===== src/rtl/fetch_pkg.sv =====
// -----------------------------------------------------------------------------
// fetch_pkg
// Shared definitions for the instruction-fetch sequencer: the FSM state
// encoding, the instruction width and the sequential PC increment.
// -----------------------------------------------------------------------------
package fetch_pkg;

    localparam int ILEN    = 32;  // instruction word width
    localparam int PC_STEP = 4;   // byte distance between sequential instructions

    typedef enum logic [2:0] {
        ST_BOOT    = 3'd0,  // single cycle after reset
        ST_REQ     = 3'd1,  // instruction-memory request outstanding
        ST_DELIVER = 3'd2,  // instruction presented to execute
        ST_HALT    = 3'd3,  // stopped by halt, terminal until reset
        ST_TRAP    = 3'd4   // stopped by misaligned redirect, terminal until reset
    } fetch_state_e;

endpackage : fetch_pkg


===== src/rtl/next_pc_gen.sv =====
// -----------------------------------------------------------------------------
// next_pc_gen
// Purely combinational next-PC selection for the fetch sequencer.
//
// Ports:
//   pc          in  XLEN  current program counter
//   jump_flag   in  1     taken branch / jump
//   jalr        in  1     register-based target; bit 0 of the target is cleared
//   jump_target in  XLEN  redirect target
//   next_pc     out XLEN  redirect target when jumping, else pc + PC_STEP
//   misaligned  out 1     jumping to a target whose bits [1:0] are non-zero
// -----------------------------------------------------------------------------
module next_pc_gen
    import fetch_pkg::*;
#(
    parameter int XLEN = 32
) (
    input  logic [XLEN-1:0] pc,
    input  logic            jump_flag,
    input  logic            jalr,
    input  logic [XLEN-1:0] jump_target,
    output logic [XLEN-1:0] next_pc,
    output logic            misaligned
);

    logic [XLEN-1:0] target;

    // A register-based target drops bit 0 before the alignment check, so an
    // odd jalr target that is otherwise word aligned is still legal.
    assign target     = jalr ? {jump_target[XLEN-1:1], 1'b0} : jump_target;
    assign next_pc    = jump_flag ? target : pc + XLEN'(PC_STEP);
    assign misaligned = jump_flag && (target[1:0] != 2'b00);

endmodule : next_pc_gen


===== src/rtl/fetch_sequencer.sv =====
// -----------------------------------------------------------------------------
// fetch_sequencer
// Instruction-fetch sequencer: owns the PC, issues one instruction-memory
// request at a time, presents the returned word to execute and advances the
// PC (sequential or redirect) when execute accepts it. Also tracks halt,
// misaligned-redirect trap and retired-instruction count.
//
// Ports:
//   clk, rst_n       clock; synchronous active-low reset
//   imem_req/addr    out  fetch request and address (addr = pc)
//   imem_ack/rdata   in   memory response and instruction word
//   inst_valid/inst/inst_pc  out  instruction presented to execute
//   inst_ready       in   execute accepts inst this cycle
//   jump_flag, jalr, jump_target, halt  in  control qualified by accept
//   halted           out  sequencer stopped by halt
//   misalign_trap    out  sticky trap flag; trap_pc holds the bad target
//   retire_cnt       out  accepted-instruction count, wraps at 2^32
// -----------------------------------------------------------------------------
module fetch_sequencer
    import fetch_pkg::*;
#(
    parameter int              XLEN     = 32,
    parameter logic [XLEN-1:0] RESET_PC = '0
) (
    input  logic            clk,
    input  logic            rst_n,
    output logic            imem_req,
    output logic [XLEN-1:0] imem_addr,
    input  logic            imem_ack,
    input  logic [ILEN-1:0] imem_rdata,
    output logic            inst_valid,
    output logic [ILEN-1:0] inst,
    output logic [XLEN-1:0] inst_pc,
    input  logic            inst_ready,
    input  logic            jump_flag,
    input  logic            jalr,
    input  logic [XLEN-1:0] jump_target,
    input  logic            halt,
    output logic            halted,
    output logic            misalign_trap,
    output logic [XLEN-1:0] trap_pc,
    output logic [31:0]     retire_cnt
);

    fetch_state_e    state_q,   state_d;
    logic [XLEN-1:0] pc_q,      pc_d;
    logic [ILEN-1:0] inst_q,    inst_d;
    logic [XLEN-1:0] inst_pc_q, inst_pc_d;
    logic            trap_q,    trap_d;
    logic [XLEN-1:0] trap_pc_q, trap_pc_d;
    logic [31:0]     retire_q,  retire_d;

    logic [XLEN-1:0] npc;
    logic            npc_misaligned;

    next_pc_gen #(
        .XLEN(XLEN)
    ) u_next_pc_gen (
        .pc          (pc_q),
        .jump_flag   (jump_flag),
        .jalr        (jalr),
        .jump_target (jump_target),
        .next_pc     (npc),
        .misaligned  (npc_misaligned)
    );

    // Next-state and datapath update.
    always_comb begin
        // NOTE: every signal gets a default first so no path leaves it
        // unassigned; otherwise synthesis infers a latch.
        state_d   = state_q;
        pc_d      = pc_q;
        inst_d    = inst_q;
        inst_pc_d = inst_pc_q;
        trap_d    = trap_q;
        trap_pc_d = trap_pc_q;
        retire_d  = retire_q;

        unique case (state_q)
            ST_BOOT: state_d = ST_REQ;

            ST_REQ: begin
                if (imem_ack) begin
                    inst_d    = imem_rdata;
                    inst_pc_d = pc_q;
                    state_d   = ST_DELIVER;
                end
            end

            ST_DELIVER: begin
                if (inst_ready) begin
                    retire_d = retire_q + 32'd1;
                    // halt wins over both redirect and trap.
                    if (halt) begin
                        pc_d    = pc_q + XLEN'(PC_STEP);
                        state_d = ST_HALT;
                    end else if (npc_misaligned) begin
                        // npc carries the (jalr-adjusted) target when jumping.
                        trap_d    = 1'b1;
                        trap_pc_d = npc;
                        state_d   = ST_TRAP;
                    end else begin
                        pc_d    = npc;
                        state_d = ST_REQ;
                    end
                end
            end

            ST_HALT, ST_TRAP: state_d = state_q;

            default: state_d = ST_BOOT;
        endcase
    end

    always_ff @(posedge clk) begin
        // NOTE: reset is sampled on the clock edge (synchronous), and all
        // state uses non-blocking assignments so every register updates from
        // the pre-edge values.
        if (!rst_n) begin
            state_q   <= ST_BOOT;
            pc_q      <= RESET_PC;
            inst_q    <= '0;
            inst_pc_q <= '0;
            trap_q    <= 1'b0;
            trap_pc_q <= '0;
            retire_q  <= '0;
        end else begin
            state_q   <= state_d;
            pc_q      <= pc_d;
            inst_q    <= inst_d;
            inst_pc_q <= inst_pc_d;
            trap_q    <= trap_d;
            trap_pc_q <= trap_pc_d;
            retire_q  <= retire_d;
        end
    end

    // Handshake outputs decode the state register only: no input-to-output path.
    assign imem_req      = (state_q == ST_REQ);
    assign inst_valid    = (state_q == ST_DELIVER);
    assign halted        = (state_q == ST_HALT);
    assign imem_addr     = pc_q;
    assign inst          = inst_q;
    assign inst_pc       = inst_pc_q;
    assign misalign_trap = trap_q;
    assign trap_pc       = trap_pc_q;
    assign retire_cnt    = retire_q;

endmodule : fetch_sequencer


===== config.mk =====
export PLATFORM = sky130hd
export DESIGN_NAME = fetch_sequencer
export DESIGN_NICKNAME = d
export VERILOG_FILES = /design/src/rtl/fetch_pkg.sv /design/src/rtl/next_pc_gen.sv /design/src/rtl/fetch_sequencer.sv
export SDC_FILE = /design/constraint.sdc
export NUM_CORES = 1
export LEC_CHECK = 0
export CAP_MARGIN = 20
export CELL_PAD_IN_SITES_DETAIL_PLACEMENT = 1
export CELL_PAD_IN_SITES_GLOBAL_PLACEMENT = 2
export CORE_MARGIN = 3
export CORE_UTILIZATION = 27
export DETAILED_ROUTE_END_ITERATION = 16
export PLACE_DENSITY = 0.95
export SLEW_MARGIN = 20
export SYNTH_ARGS = -nofsm -noshare
export SYNTH_HDL_FRONTEND = slang
export SYNTH_SLANG_ARGS = --single-unit

===== constraint.sdc =====
create_clock -name clk -period 5.02 [get_ports clk]
set_clock_uncertainty 0.2 [all_clocks]
set_input_delay 0.753 -clock clk [delete_from_list [all_inputs] [get_ports clk]]
set_output_delay 0.753 -clock clk [all_outputs]
set_load 0.005 [all_outputs]

-- Word level (Yosys, flattened, before mapping)
Cells that the tools add are included.
- register bits after elaboration: 164
- latch bits: 0
- memory bits (writable): 0
- memory bits (read-only): 0
- bits of input ports: 71
- output and inout port bits: 164
- logic and storage cells: 36
- memories kept: 0
- add/sub/neg operators: 2
- multiply operators: 0
- divide/modulo/power cells: 0
- order comparisons: 0
- equality and inequality tests: 7
- shift-type cells: 0
- multiplexer cells: 9
- bitwise operators: 2
- reductions and logical operators: 9
- operator list (operator ; count):
    $mux 32 ; 3
    $add 32x1->32 const B ; 1
    $add 32x3->32 const B ; 1
    $mux 3 ; 4
    $pmux 3 s4 ; 1
    $eq 3x2->1 const B ; 2
    $reduce_and 3->1 ; 2
    $ne 2x1->1 const B ; 2
    $reduce_and 2->1 ; 2
    $reduce_and 4->1 ; 1
    $eq 3x1->1 const B ; 1
    $eq 3x3->1 const B ; 1
    $logic_not 3->1 ; 1
    $ne 2x2->1 const B ; 1
    $not 1->1 ; 2
    $reduce_bool 2->1 ; 1
    $reduce_or 2->1 ; 1
    $logic_and 1x1->1 ; 1
    $mux 1 ; 1

-- Logic depth before layout (Yosys ltp)
- depth after elaboration: 7
- mapped depth: 8

-- Cells and area by module
Synthesis repeated with hierarchy kept, for this count alone.
- cell total of the unflattened synthesis: 1060
- area total of the unflattened synthesis: 7985.2 um2
- modules (own cells, without submodules) (module ; instances ; cells an instance ; area each (um2) ; sequential area each (um2)):
    fetch_sequencer ; 1 ; 894 ; 6957.9 ; 3283.1
    next_pc_gen ; 1 ; 166 ; 1027.2 ; 0.0

-- Least setup slack after synthesis
No wires, ideal clock.
- kind: input-to-reg
- from: input jump_flag
- to: register pc_q[28], in the netlist imem_addr[28]
- setup time: 0.095 ns
- arrival: 2.331 ns
- required time: 4.725 ns
- path slack: 2.393 ns
- stages: 7
- path buffers: 2
- path through: clkbuf_1 -> nor2b_1 -> o21ai_1 -> nand2_1 -> clkbuf_1 -> nand2_1 -> a221oi_1
- longest elaborated chain between the ends: 3
- elaborated cells on any way between the ends: 6
- classes of those cells: eq/ne: 1; mux: 3; reduce/logical: 2
- RTL lines (what ; RTL line ; RTL):
    from (decl) ; fetch_sequencer.sv:35 ; input logic jump_flag,
    $logic_and 1x1->1 or $mux 32 (tied branches) ; next_pc_gen.sv:32, next_pc_gen.sv:31 ;
    $ne 2x2->1 (no source line) or $mux 32 (tied branches) ; n/a ;
    $reduce_and 3->1 (no source line) or $mux 32 (tied branches) ; n/a ;
    to (signal assigned) ; fetch_sequencer.sv:129 ; pc_q <= pc_d;
    to (decl) ; fetch_sequencer.sv:46 ; logic [XLEN-1:0] pc_q, pc_d;
Parallel ways exist; a longest one is shown, timed or not. The select of a mux whose other input is x is not followed.
A chain may end at the register's enable or synchronous reset.

-- Worst setup path after layout
- from: input jump_flag
- to: register pc_q[10], in the netlist imem_addr[10]
The elaborated chain is that of the path after synthesis.

==> run metrics <==
number of ports placed on the die boundary 235; Distinct cells, synth 56; portion of synthesized cell area occupied by the leading cell type 0.471; dominant cell by count in the synthesized netlist sky130_fd_sc_hd__nand2_1; Inserted Clock Buffers 17; clock buffer depth 2; met1 usage in global routing 0.238; remaining number of nets flagged by the antenna check after routing 0; ranking of synthesized cells by instance count sky130_fd_sc_hd__nand2_1, sky130_fd_sc_hd__dfxtp_1, sky130_fd_sc_hd__a21oi_1, sky130_fd_sc_hd__nor2_1, sky130_fd_sc_hd__clkbuf_1; non-filler instance count after layout 1439; Hold-fix buffers, CTS 0; vias 7267; # port buffers 234; crit path DAT 3.30 ns; # Max-Cap Violations 0; cell type with the largest total area after synthesis sky130_fd_sc_hd__dfxtp_1; CTS Root Cell sky130_fd_sc_hd__clkbuf_16; Setup WS pre-CTS 1.40 ns; starting density of the core 0.276; vias in the first global route around 7.3k; GR Util met3 0.0510; die extent in y 167 um; worst supply voltage drop on vdd 154 uV; Detail Placement HPWL 18800 um; crit path kind in2reg; ordered cell list for the critical path clkdlybuf4s50_1 -> nor2b_2 -> o21ai_1 -> and2_1 -> o21ai_0 -> a32o_1; post-layout power 2880 uW; total setup violations reported at the end of the flow 0; drt pass-1 iters 5; post-detailed-route DRC marker count 0; number of antenna violations at the first check in global routing 0; worst hold path endpoint inst_pc[22]; cells taking the most area after synthesis sky130_fd_sc_hd__dfxtp_1, sky130_fd_sc_hd__nand2_1, sky130_fd_sc_hd__a21oi_1; data required time at the worst endpoint 5.14 ns; sequential-to-total area share from yosys stat 0.471; Setup TNS 0 ns; maximum fanout encountered on the critical timing path 23; overall routing resource usage 0.184; DP Cell Count ~1.4k; yosys warns 0; Leakage 0.00326 uW; power per standard cell area 284 mW/mm^2; highest-utilization routing layer at the global route stage met2; crit share post-route 0.634; setup repair after global routing missed its margin no; clock edge transition at the registers on the reported setup and hold paths 0.06 ns; Skew-Pair Late Insertion Delay 0.43 ns; share of post-route cells with drive strength above 1 0.0478; Synth async-reset ratio 0; chip width 167 um; detailed router's first-iteration violation count 436; worst reg2reg path depth 6; start of the worst register-to-register path imem_addr[2]; Max-slew headroom 0.328; slack of the worst reg-to-reg path 2.13 ns; Critical path buffers and inverters 1; final critical path time including I/O delays and setup 3.18 ns; standard-cell rows 58; post-CTS setup-driven buffer insertion count 0; worst min-delay path category reg2reg; GP Congestion between 0.7 and 0.8; Fmax achieved 314 MHz; P&R area growth vs syn 45.6%; crit-path leading delay family simple AND/OR/NAND/NOR gates; mapped cell area 0.00697 sq mm; number of cells upsized or downsized after cts 0; final routed wirelength across all metal layers between 20000 and 30000 um; number of endpoints with negative hold slack in the final report 0; first-pass GRT wire length 41500 um; post-synthesis cell count approximately 900; CP startpoint kind input port; max incr delay on CP 0.81 ns; number of enable flip-flop cells after synthesis 0; detail-routed via count per cell 5.05; CTS tree built; type of destination of the critical path flop; Worst Hold Margin 0.252 ns; register bit count reported by yosys between 150 and 200; number of cells on the worst hold path 2; count of pins over their slew limit 0; top flip-flop cell by instance count after synthesis sky130_fd_sc_hd__dfxtp_1; transition at the pin with the smallest max-transition slack 1.00 ns; number of nets at the end of the flow 1169; maximum number of pins on one net before global-route repair 61; count of clock tree sinks between 150 and 200; result of the run complete, no violations; aggregate global routing overflow 0; CP max-delay cell sky130_fd_sc_hd__and2_1; nets in the synthesized netlist around 970; worst min-delay path startpoint inst_pc[22]; grt met2 use 0.303; floorplan die area roughly 0.028 sq mm; average detailed-routed wire length per instance approximately 18 um; mean post-synth cell area 7.79 sq um; worst flop-to-flop path endpoint imem_addr[26]; count of antenna diodes in the layout 0; Final Worst Setup Slack 1.84 ns; H-Tree Level Count 4; area of the core region approximately 0.025 sq mm
==> cells by family after synthesis <==
family / Yosys count / synth area share
XOR/XNOR: 27 / 0.0339
buffers and inverters: 76 / 0.0422
AND/OR/NAND/NOR: 421 / 0.271
adder cells (fa/ha/maj): 2 / 0.00359
AO/OA/AOI/OAI: 201 / 0.173
multiplexers: 4 / 0.00574
flip-flops: 164 / 0.471
==> worst register-to-register path: cells and delay by family (launching register included) <==
family	cells	cell delay (ns)
AO/OA/AOI/OAI	2	0.20
AND/OR/NAND/NOR	3	1.45
adder cells (fa/ha/maj)	1	0.39
flip-flops	1	0.57
==> cell usage in the layout, fill, tap and decap left out, drive strengths merged, types with 3 or more instances in the layout <==
master / netlist / layout
a211oi: 5 / 5
a21oi: 117 / 117
a221oi: 5 / 5
a311oi: 4 / 4
a31oi: 5 / 5
a32o: 3 / 3
a41oi: 3 / 3
and2: 3 / 3
and3: 10 / 10
and4: 4 / 4
buf: 5 / 10
clkbuf: 57 / 18
clkdlybuf4s50: 0 / 234
clkinv: 0 / 4
dfxtp: 164 / 164
inv: 14 / 21
mux2i: 4 / 4
nand2: 229 / 229
nand2b: 5 / 5
nand3: 28 / 28
nand4: 28 / 28
nor2: 60 / 60
nor3: 21 / 21
nor3b: 3 / 3
nor4: 16 / 16
o211ai: 5 / 5
o21a: 4 / 4
o21ai: 24 / 24
o21bai: 3 / 3
o221a: 3 / 3
or3: 6 / 6
or4: 4 / 4
xnor2: 18 / 18
xor2: 9 / 9
==> sequential cells by signal (all words and copies together), names as in the netlist <==
signal	flops
state_q	3
trap_pc	32
misalign_trap	1
imem_addr	32
retire_cnt	32
inst_pc	32
inst	32
==> through the flow <==
stage	instance area [sq um]	utilization
global route	10200	0.402
detailed placement	9580	0.379
floorplan	6970	-
finish	10200	0.402
CTS	10200	0.402
global placement	9580	0.379
==> per-layer routing <==
metal,wire [um],up-vias,part of all wire
li1,-,3509,-
met1,11900,3503,0.45
met2,12100,230,0.47
met3,1700,25,0.065
met4,383,0,0.015
met5,0,-,0
==> power breakdown <==
part	leakage [uW]	switching (uW)	internal, uW	total, uW
Sequential	0.00132	21.2	1320	1340
Clock	0.000277	595	699	1290
Combinational	0.00166	128	115	243
Total	0.00326	744	2140	2880
==> worst max-delay path by stage <==
stage	slack, ns	start	cells after the start	end
2_1_floorplan	2.39	jump_flag	7	imem_addr[28]
3_3_place_gp	1.48	inst_ready	6	retire_cnt[26]
3_5_place_dp	1.40	jump_flag	5	imem_addr[25]
4_1_cts	1.84	jump_flag	6	imem_addr[28]
5_1_grt	1.63	jump_flag	6	imem_addr[15]
6_report	1.84	jump_flag	6	imem_addr[10]
==> area by class of cell <==
type                    instances  area (sq um)
repair buffers                244          2420
well taps                     330           413
flip-flops and latches        164          3280
multi-input cells             655          3410
inverters                      14          55.1
clock inverters                14           141
clock buffers                  18           429
fillers                      3011         15100
(Power assumes the default switching activity.)
